$ cat src/rtl/r88_fetch_if.sv
// r88_fetch_if: memory and decoder bundle of the Rocket88 fetch unit.
// Fetch is master; memory/decoder side is slave.
interface r88_fetch_if;
  logic        readMem;
  logic [15:0] memAddr;
  logic        memAck;
  logic [7:0]  memData;
  logic        fetchHold;
  logic [7:0]  intD;
  logic        byteValid;
  logic        incPC;
  logic        loadPC;
  logic [15:0] newPC;
  logic [15:0] pcOut;

  modport master (
    output readMem,
    output memAddr,
    input  memAck,
    input  memData,
    input  fetchHold,
    output intD,
    output byteValid,
    input  incPC,
    input  loadPC,
    input  newPC,
    output pcOut
  );

  modport slave (
    input  readMem,
    input  memAddr,
    output memAck,
    output memData,
    output fetchHold,
    input  intD,
    input  byteValid,
    output incPC,
    output loadPC,
    output newPC,
    input  pcOut
  );
endinterface

$ cat src/rtl/r88_fetch.sv
// r88_fetch: Rocket88 PC owner, byte fetcher and prefetch queue.
// Define R88_FETCH_BYPASS_EN to forward an ack byte straight to intD.
module r88_fetch #(
  parameter int unsigned DEPTH    = 4,
  parameter logic [15:0] RESET_PC = 16'h0000
) (
  input  logic        sysClock,
  input  logic        sysResetN,
  r88_fetch_if.master bus
);

  localparam int unsigned AW = $clog2(DEPTH);
  localparam int unsigned CW = $clog2(DEPTH + 1);
  localparam logic [CW-1:0] FULL = CW'(DEPTH);

  localparam logic [1:0] IDLE    = 2'd0;
  localparam logic [1:0] FETCH   = 2'd1;
  localparam logic [1:0] DISCARD = 2'd2;

  logic [1:0]    state_q, state_d;
  logic [15:0]   addr_q, addr_d;
  logic [15:0]   fa_q, fa_d;
  logic [15:0]   pc_q, pc_d;
  logic [CW-1:0] cnt_q, cnt_d;
  logic [AW-1:0] rd_q, rd_d;
  logic [AW-1:0] wr_q, wr_d;
  logic [7:0]    buf_q [DEPTH];

  logic empty;
  logic ack;
  logic bypass;
  logic pop;
  logic deq;
  logic push;

  assign empty = (cnt_q == '0);
  assign ack   = bus.memAck && (state_q != IDLE);

`ifdef R88_FETCH_BYPASS_EN
  assign bypass = empty && (state_q == FETCH)
               && bus.memAck && !bus.loadPC;
`else
  assign bypass = 1'b0;
`endif

  assign bus.byteValid = !empty || bypass;
  assign bus.readMem   = (state_q != IDLE);
  assign bus.memAddr   = addr_q;
  assign bus.pcOut     = pc_q;

  always_comb begin
    bus.intD = 8'h00;
    if (!empty) begin
      bus.intD = buf_q[rd_q];
    end else if (bypass) begin
      bus.intD = bus.memData;
    end
  end

  // A redirect wins over any consume in the same cycle.
  assign pop  = bus.incPC && bus.byteValid && !bus.loadPC;
  assign deq  = pop && !empty;
  // Bypassed byte taken immediately never enters the queue.
  assign push = (state_q == FETCH) && ack && !bus.loadPC
             && !(pop && empty);

  always_comb begin
    cnt_d = cnt_q;
    rd_d  = rd_q;
    wr_d  = wr_q;
    if (bus.loadPC) begin
      cnt_d = '0;
      rd_d  = '0;
      wr_d  = '0;
    end else begin
      unique case ({push, deq})
        2'b10:   cnt_d = cnt_q + CW'(1);
        2'b01:   cnt_d = cnt_q - CW'(1);
        default: cnt_d = cnt_q;
      endcase
      rd_d = rd_q + AW'(deq);
      wr_d = wr_q + AW'(push);
    end
  end

  always_comb begin
    pc_d = pc_q;
    if (bus.loadPC) begin
      pc_d = bus.newPC;
    end else if (pop) begin
      pc_d = pc_q + 16'd1;
    end
  end

  always_comb begin
    state_d = state_q;
    addr_d  = addr_q;
    fa_d    = fa_q;
    unique case (state_q)
      IDLE: begin
        if (bus.loadPC) begin
          fa_d = bus.newPC;
        end else if (!bus.fetchHold && cnt_q < FULL) begin
          state_d = FETCH;
          addr_d  = fa_q;
        end
      end
      FETCH: begin
        if (bus.loadPC) begin
          fa_d    = bus.newPC;
          state_d = ack ? IDLE : DISCARD;
        end else if (ack) begin
          fa_d = fa_q + 16'd1;
          if (cnt_d < FULL && !bus.fetchHold) begin
            addr_d = fa_q + 16'd1;
          end else begin
            state_d = IDLE;
          end
        end
      end
      DISCARD: begin
        // Old request must finish; its byte is dropped.
        if (bus.loadPC) begin
          fa_d = bus.newPC;
        end
        if (ack) begin
          state_d = IDLE;
        end
      end
      default: state_d = IDLE;
    endcase
  end

  always_ff @(posedge sysClock or negedge sysResetN) begin
    if (!sysResetN) begin
      state_q <= IDLE;
      addr_q  <= RESET_PC;
      fa_q    <= RESET_PC;
      pc_q    <= RESET_PC;
      cnt_q   <= '0;
      rd_q    <= '0;
      wr_q    <= '0;
    end else begin
      state_q <= state_d;
      addr_q  <= addr_d;
      fa_q    <= fa_d;
      pc_q    <= pc_d;
      cnt_q   <= cnt_d;
      rd_q    <= rd_d;
      wr_q    <= wr_d;
    end
  end

  always_ff @(posedge sysClock or negedge sysResetN) begin
    if (!sysResetN) begin
      for (int i = 0; i < int'(DEPTH); i++) begin
        buf_q[i] <= 8'h00;
      end
    end else if (push) begin
      buf_q[wr_q] <= bus.memData;
    end
  end

endmodule

$ cat src/flat_wrapper.sv
// flat-port wrapper written by rule: the top's interface ports become plain ports
module r88_fetch_flat 
#(
  parameter int unsigned DEPTH    = 4,
  parameter logic [15:0] RESET_PC = 16'h0000
)
  (sysClock, sysResetN, bus_readMem, bus_memAddr, bus_memAck, bus_memData, bus_fetchHold, bus_intD, bus_byteValid, bus_incPC, bus_loadPC, bus_newPC, bus_pcOut);
  r88_fetch_if bus_i ();
  input  logic sysClock;
  input  logic sysResetN;
  output wire logic [$bits(bus_i.readMem)-1:0] bus_readMem;
  output wire logic [$bits(bus_i.memAddr)-1:0] bus_memAddr;
  input wire logic [$bits(bus_i.memAck)-1:0] bus_memAck;
  input wire logic [$bits(bus_i.memData)-1:0] bus_memData;
  input wire logic [$bits(bus_i.fetchHold)-1:0] bus_fetchHold;
  output wire logic [$bits(bus_i.intD)-1:0] bus_intD;
  output wire logic [$bits(bus_i.byteValid)-1:0] bus_byteValid;
  input wire logic [$bits(bus_i.incPC)-1:0] bus_incPC;
  input wire logic [$bits(bus_i.loadPC)-1:0] bus_loadPC;
  input wire logic [$bits(bus_i.newPC)-1:0] bus_newPC;
  output wire logic [$bits(bus_i.pcOut)-1:0] bus_pcOut;
  assign bus_readMem = bus_i.readMem;
  assign bus_memAddr = bus_i.memAddr;
  assign bus_i.memAck = bus_memAck;
  assign bus_i.memData = bus_memData;
  assign bus_i.fetchHold = bus_fetchHold;
  assign bus_intD = bus_i.intD;
  assign bus_byteValid = bus_i.byteValid;
  assign bus_i.incPC = bus_incPC;
  assign bus_i.loadPC = bus_loadPC;
  assign bus_i.newPC = bus_newPC;
  assign bus_pcOut = bus_i.pcOut;
  r88_fetch #(.DEPTH(DEPTH), .RESET_PC(RESET_PC)) u_core (.sysClock(sysClock), .sysResetN(sysResetN), .bus(bus_i));
endmodule
$ cat config.mk
export PLATFORM = sky130hd
export DESIGN_NAME = r88_fetch_flat
export DESIGN_NICKNAME = d
export VERILOG_FILES = /design/src/rtl/r88_fetch_if.sv /design/src/rtl/r88_fetch.sv /design/src/flat_wrapper.sv
export SDC_FILE = /design/constraint.sdc
export NUM_CORES = 1
export LEC_CHECK = 0
export CAP_MARGIN = 20
export CORE_UTILIZATION = 56
export CTS_BUF_LIST = sky130_fd_sc_hd__clkbuf_8
export DETAILED_ROUTE_END_ITERATION = 10
export HOLD_SLACK_MARGIN = 0.05
export PLACE_DENSITY = 0.81
export SETUP_SLACK_MARGIN = 0.02
export SLEW_MARGIN = 10
export SYNTH_ARGS = -nofsm -noshare
export SYNTH_HDL_FRONTEND = slang
export SYNTH_SLANG_ARGS = --single-unit
$ cat constraint.sdc
create_clock -name sysClock -period 3.8 [get_ports sysClock]
set_input_delay 0.38 -clock sysClock [delete_from_list [all_inputs] [get_ports sysClock]]
set_output_delay 0.38 -clock sysClock [all_outputs]
set_load 0.02 [all_outputs]
==> key figures <==
Worst setup path
  • Crit Path Max Fanout: 16
  • Crit path largest cell delay: 0.53 ns
  • Levels on crit path: 10
  • Cells on worst reg2reg path: 10
  • Number of buffers and inverters on the critical path: 1
  • Worst EP arrival: 3.53 ns
  • Slowest cell on crit path: o31ai_4
  • R2R setup slack: 0.52 ns
  • CP Capture Type: flip-flop
  • RR Startpoint: u_core.cnt_q[2]$_DFF_PN0_
  • CP Data Required Time: 4.05 ns
  • Crit path kind: reg -> reg
  • Cell family with most CP delay: simple AND/OR/NAND/NOR gates
  • Crit start category: flip-flop
  • FF-to-FF End: u_core.bus.memAddr[1]$_DFFE_PN0P_
  • CP cell instances: o31ai_4 > nor3_1 > xor2_1 > ha_1 > nor2_1 > or4b_4 > o211a_1 > nor3_4 > buf_4 > mux2_2

Clock network
  • Clock sink total: 89
  • Max Buffers Root-to-Sink: 2
  • Post-CTS Setup Bufs: 0
  • Reg clk slew, reported paths: 0.10 ns
  • Htree depth: 3
  • CTS root buf: clkbuf_8
  • CTS Buf Count: 9
  • Hold Buf Count CTS: 0
  • CTS tree: built
  • Worst skew pair latency: 0.36 ns
  • Post_cts resized: 0

Layout
  • Area Overhead vs Synth: 20.06%
  • Nets: 535
  • Share of layout cells above drive strength 1: 0.1739
  • Filler cells: 610
  • Register area: 2227 um2
  • Final core occ: 0.6907
  • Ant diodes: 0
  • Area of the multi-input gates: 2331 um2
  • Cell Count, Final, Fillers Out: 611

Die
  • Die width: 93.65 um
  • Core area: 8175 um2
  • Rows: 33
  • Die Ht: 93.65 um
  • Initial Util: 0.5753
  • Die area: 8769 um2
  • Io pins: 72

Timing
  • Slew margin rel.: 0.4014
  • Final period utilization: 0.8622
  • Final hold violations: 0
  • RSZ-0062 raised after global routing: false
  • Max Slew Vio Count: 0
  • Period minus WS final: 3.276 ns
  • Post-Route Skew: 0.007576 ns
  • Count of final setup violators: 0
  • TNS Setup: 0 ns
  • F_max: 0.3052 GHz
  • Worst-Margin Slew: 0.8867 ns

Power
  • Sw Ratio: 0.3800
  • Switch Pwr: 1374 uW
  • Peak VDD IR: 0.3244 mV
  • Combinational share of power: 0.421
  • Cell Int Power: 2243 uW
  • Pleak: 0.002344 uW
  • Pwr per Cell Area: 640.5 nW/um2
  • Clock power share: 0.174
  • Sequential share of power: 0.405
  • Pwr Total: 3617 uW

Routing
  • Pre-antenna DRT Iters: 6
  • ANT nets after route: 0
  • Total wire length: 10.45 mm
  • Vias per cell: 5.910
  • DR iter-0 viols: 302
  • Drt wl/cell: 17.10 um
  • Wl on met1: 4.654 mm
  • Met3 WL: 494 um
  • DR WL met2: 5.143 mm
  • Drt drc: 0
  • Highest Signal Layer: met4
  • Vias: 3611

Yosys
  • Top_reg_cell synth: dfrtp_1
  • FFs w/ async S/R, synth: 1.000
  • Syn_area_per_cell: 10.66 um2
  • Synth top cells by count: 89 x dfrtp_1, 45 x nand2_1, 38 x mux2_2
  • Synth top area share: 0.4735
  • Synth unique cells: 50
  • Number of synthesized flops with an enable pin: 0
  • Synth top area cells: dfrtp_1 47%, mux2_2 9.1%, mux4_2 3.8%, xnor2_1 3.7%, nand2_1 3.6%
  • Ys Warns: 0
  • Post-Syn Nets: 475
  • Top-count cell post-synth: dfrtp_1
  • Area leader, netlist: dfrtp_1
  • Mapped cell area: 4703 um2
  • Sequential share of the synthesized area: 0.4735
  • Syn Inst Count: 441
  • Flip-flop and latch count after synthesis: 89

GRT
  • Global route total overflow: 0
  • Largest net degree at the start of global routing: 90
  • GRT Util Overall: 0.2568
  • First-pass GRT wire length: 17.27 mm
  • Vias in the first global route: 3570
  • Initial antenna violation count: 0

Placement
  • I/O Buffers: 71
  • Post-DP HPWL: 7.314 mm
  • Placer Congestion: 0.8166
  • Dpl cells: 595

Hold path
  • Hold/Removal Path Class: in -> async

Run
  • Max-cap viol count: 0

Outcome
  • Outcome: finished clean
[metrics by stage]
step	worst slack, ns	area [um2]	hold WS, ns
final	0.5238	5647	0.06888
after floorplan	0.7255	4703	0.08441
after global routing	0.3947	5647	0.1379
after global placement	0.4198	5458	0.4824
after CTS	0.5470	5643	0.2659
after detailed placement	0.3212	5458	0.4881
[layer usage]
layer  vias up  GRT usage
met1      1787     0.3492
met3        13    0.05122
met2       115     0.4130
met4         0    0.08590
met5         -          0
li1       1696          -
[layout by cell type (no fill, tap or decap), types with 13 or more instances in the layout]
cell	count
xnor2_1	20
nor3_1	13
dfrtp_1	89
a21oi_1	26
clkdlybuf4s50_1	70
xor2_1	14
mux2_2	38
nand2_1	45
nand3_1	16
nor2_1	25
o21ai_0	31
[worst reg2reg max path, stage by stage (launching register included)]
cell and delay [ns]:
dfrtp_1 0.49, o31ai_4 0.53, nor3_1 0.11, xor2_1 0.17, ha_1 0.21, nor2_1 0.10
or4b_4 0.47, o211a_1 0.25, nor3_4 0.16, buf_4 0.30, mux2_2 0.38
[registers in the layout (all words and copies together), names as in the netlist]
register	flops
u_core.fa_q	16
u_core.buf_q	32
u_core.wr_q	2
u_core.rd_q	2
u_core.bus.pcOut	16
u_core.bus.memAddr	16
u_core.cnt_q	3
u_core.state_q	2
[worst max-delay path by stage]
stage	startpoint	end	slack, ns
finish	u_core.cnt_q[2]$_DFF_PN0_	u_core.bus.memAddr[1]$_DFFE_PN0P_	0.52
global route	u_core.state_q[0]$_DFFE_PN0P_	u_core.bus.memAddr[0]$_DFFE_PN0P_	0.39
CTS	u_core.cnt_q[2]$_DFF_PN0_	u_core.bus.memAddr[1]$_DFFE_PN0P_	0.55
detailed placement	bus_memAck	u_core.bus.memAddr[1]$_DFFE_PN0P_	0.32
global placement	bus_memAck	u_core.bus.memAddr[15]$_DFFE_PN0P_	0.42
floorplan	u_core.state_q[1]$_DFFE_PN0P_	u_core.bus.memAddr[10]$_DFFE_PN0P_	0.73
[cell type report]
cell class | instances | share of cell area
clock inverters | 7 | 0.01086
well taps | 105 | 0.02327
flip-flops and latches | 89 | 0.3944
inverters | 4 | 0.002659
repair buffers | 77 | 0.1341
clock buffers | 9 | 0.02194
multi-input cells | 320 | 0.4128
[power groups by stage]
| stage | combinational, uW | clock (uW) | sequential, uW |
|---|---|---|---|
| after floorplan | 915 | 0 | 1510 |
| after global placement | 1470 | 0 | 1460 |
| after detailed placement | 1520 | 0 | 1480 |
| after CTS | 1530 | 648 | 1460 |
| after global routing | 1640 | 682 | 1510 |
| final | 1520 | 631 | 1460 |
[cell families (layout without fill, tap and decap cells)]
logic type / Yosys count / count (layout) / share of synthesized area
mux: 58 / 58 / 0.1655
flops: 89 / 89 / 0.4735
simple gates: 145 / 145 / 0.1556
compound gates: 79 / 79 / 0.1006
xor+xnor: 34 / 34 / 0.06332
buf+inv: 32 / 97 / 0.03086
fa+ha+maj: 4 / 4 / 0.01064
No activity file was read; power rests on OpenSTA's default activity.
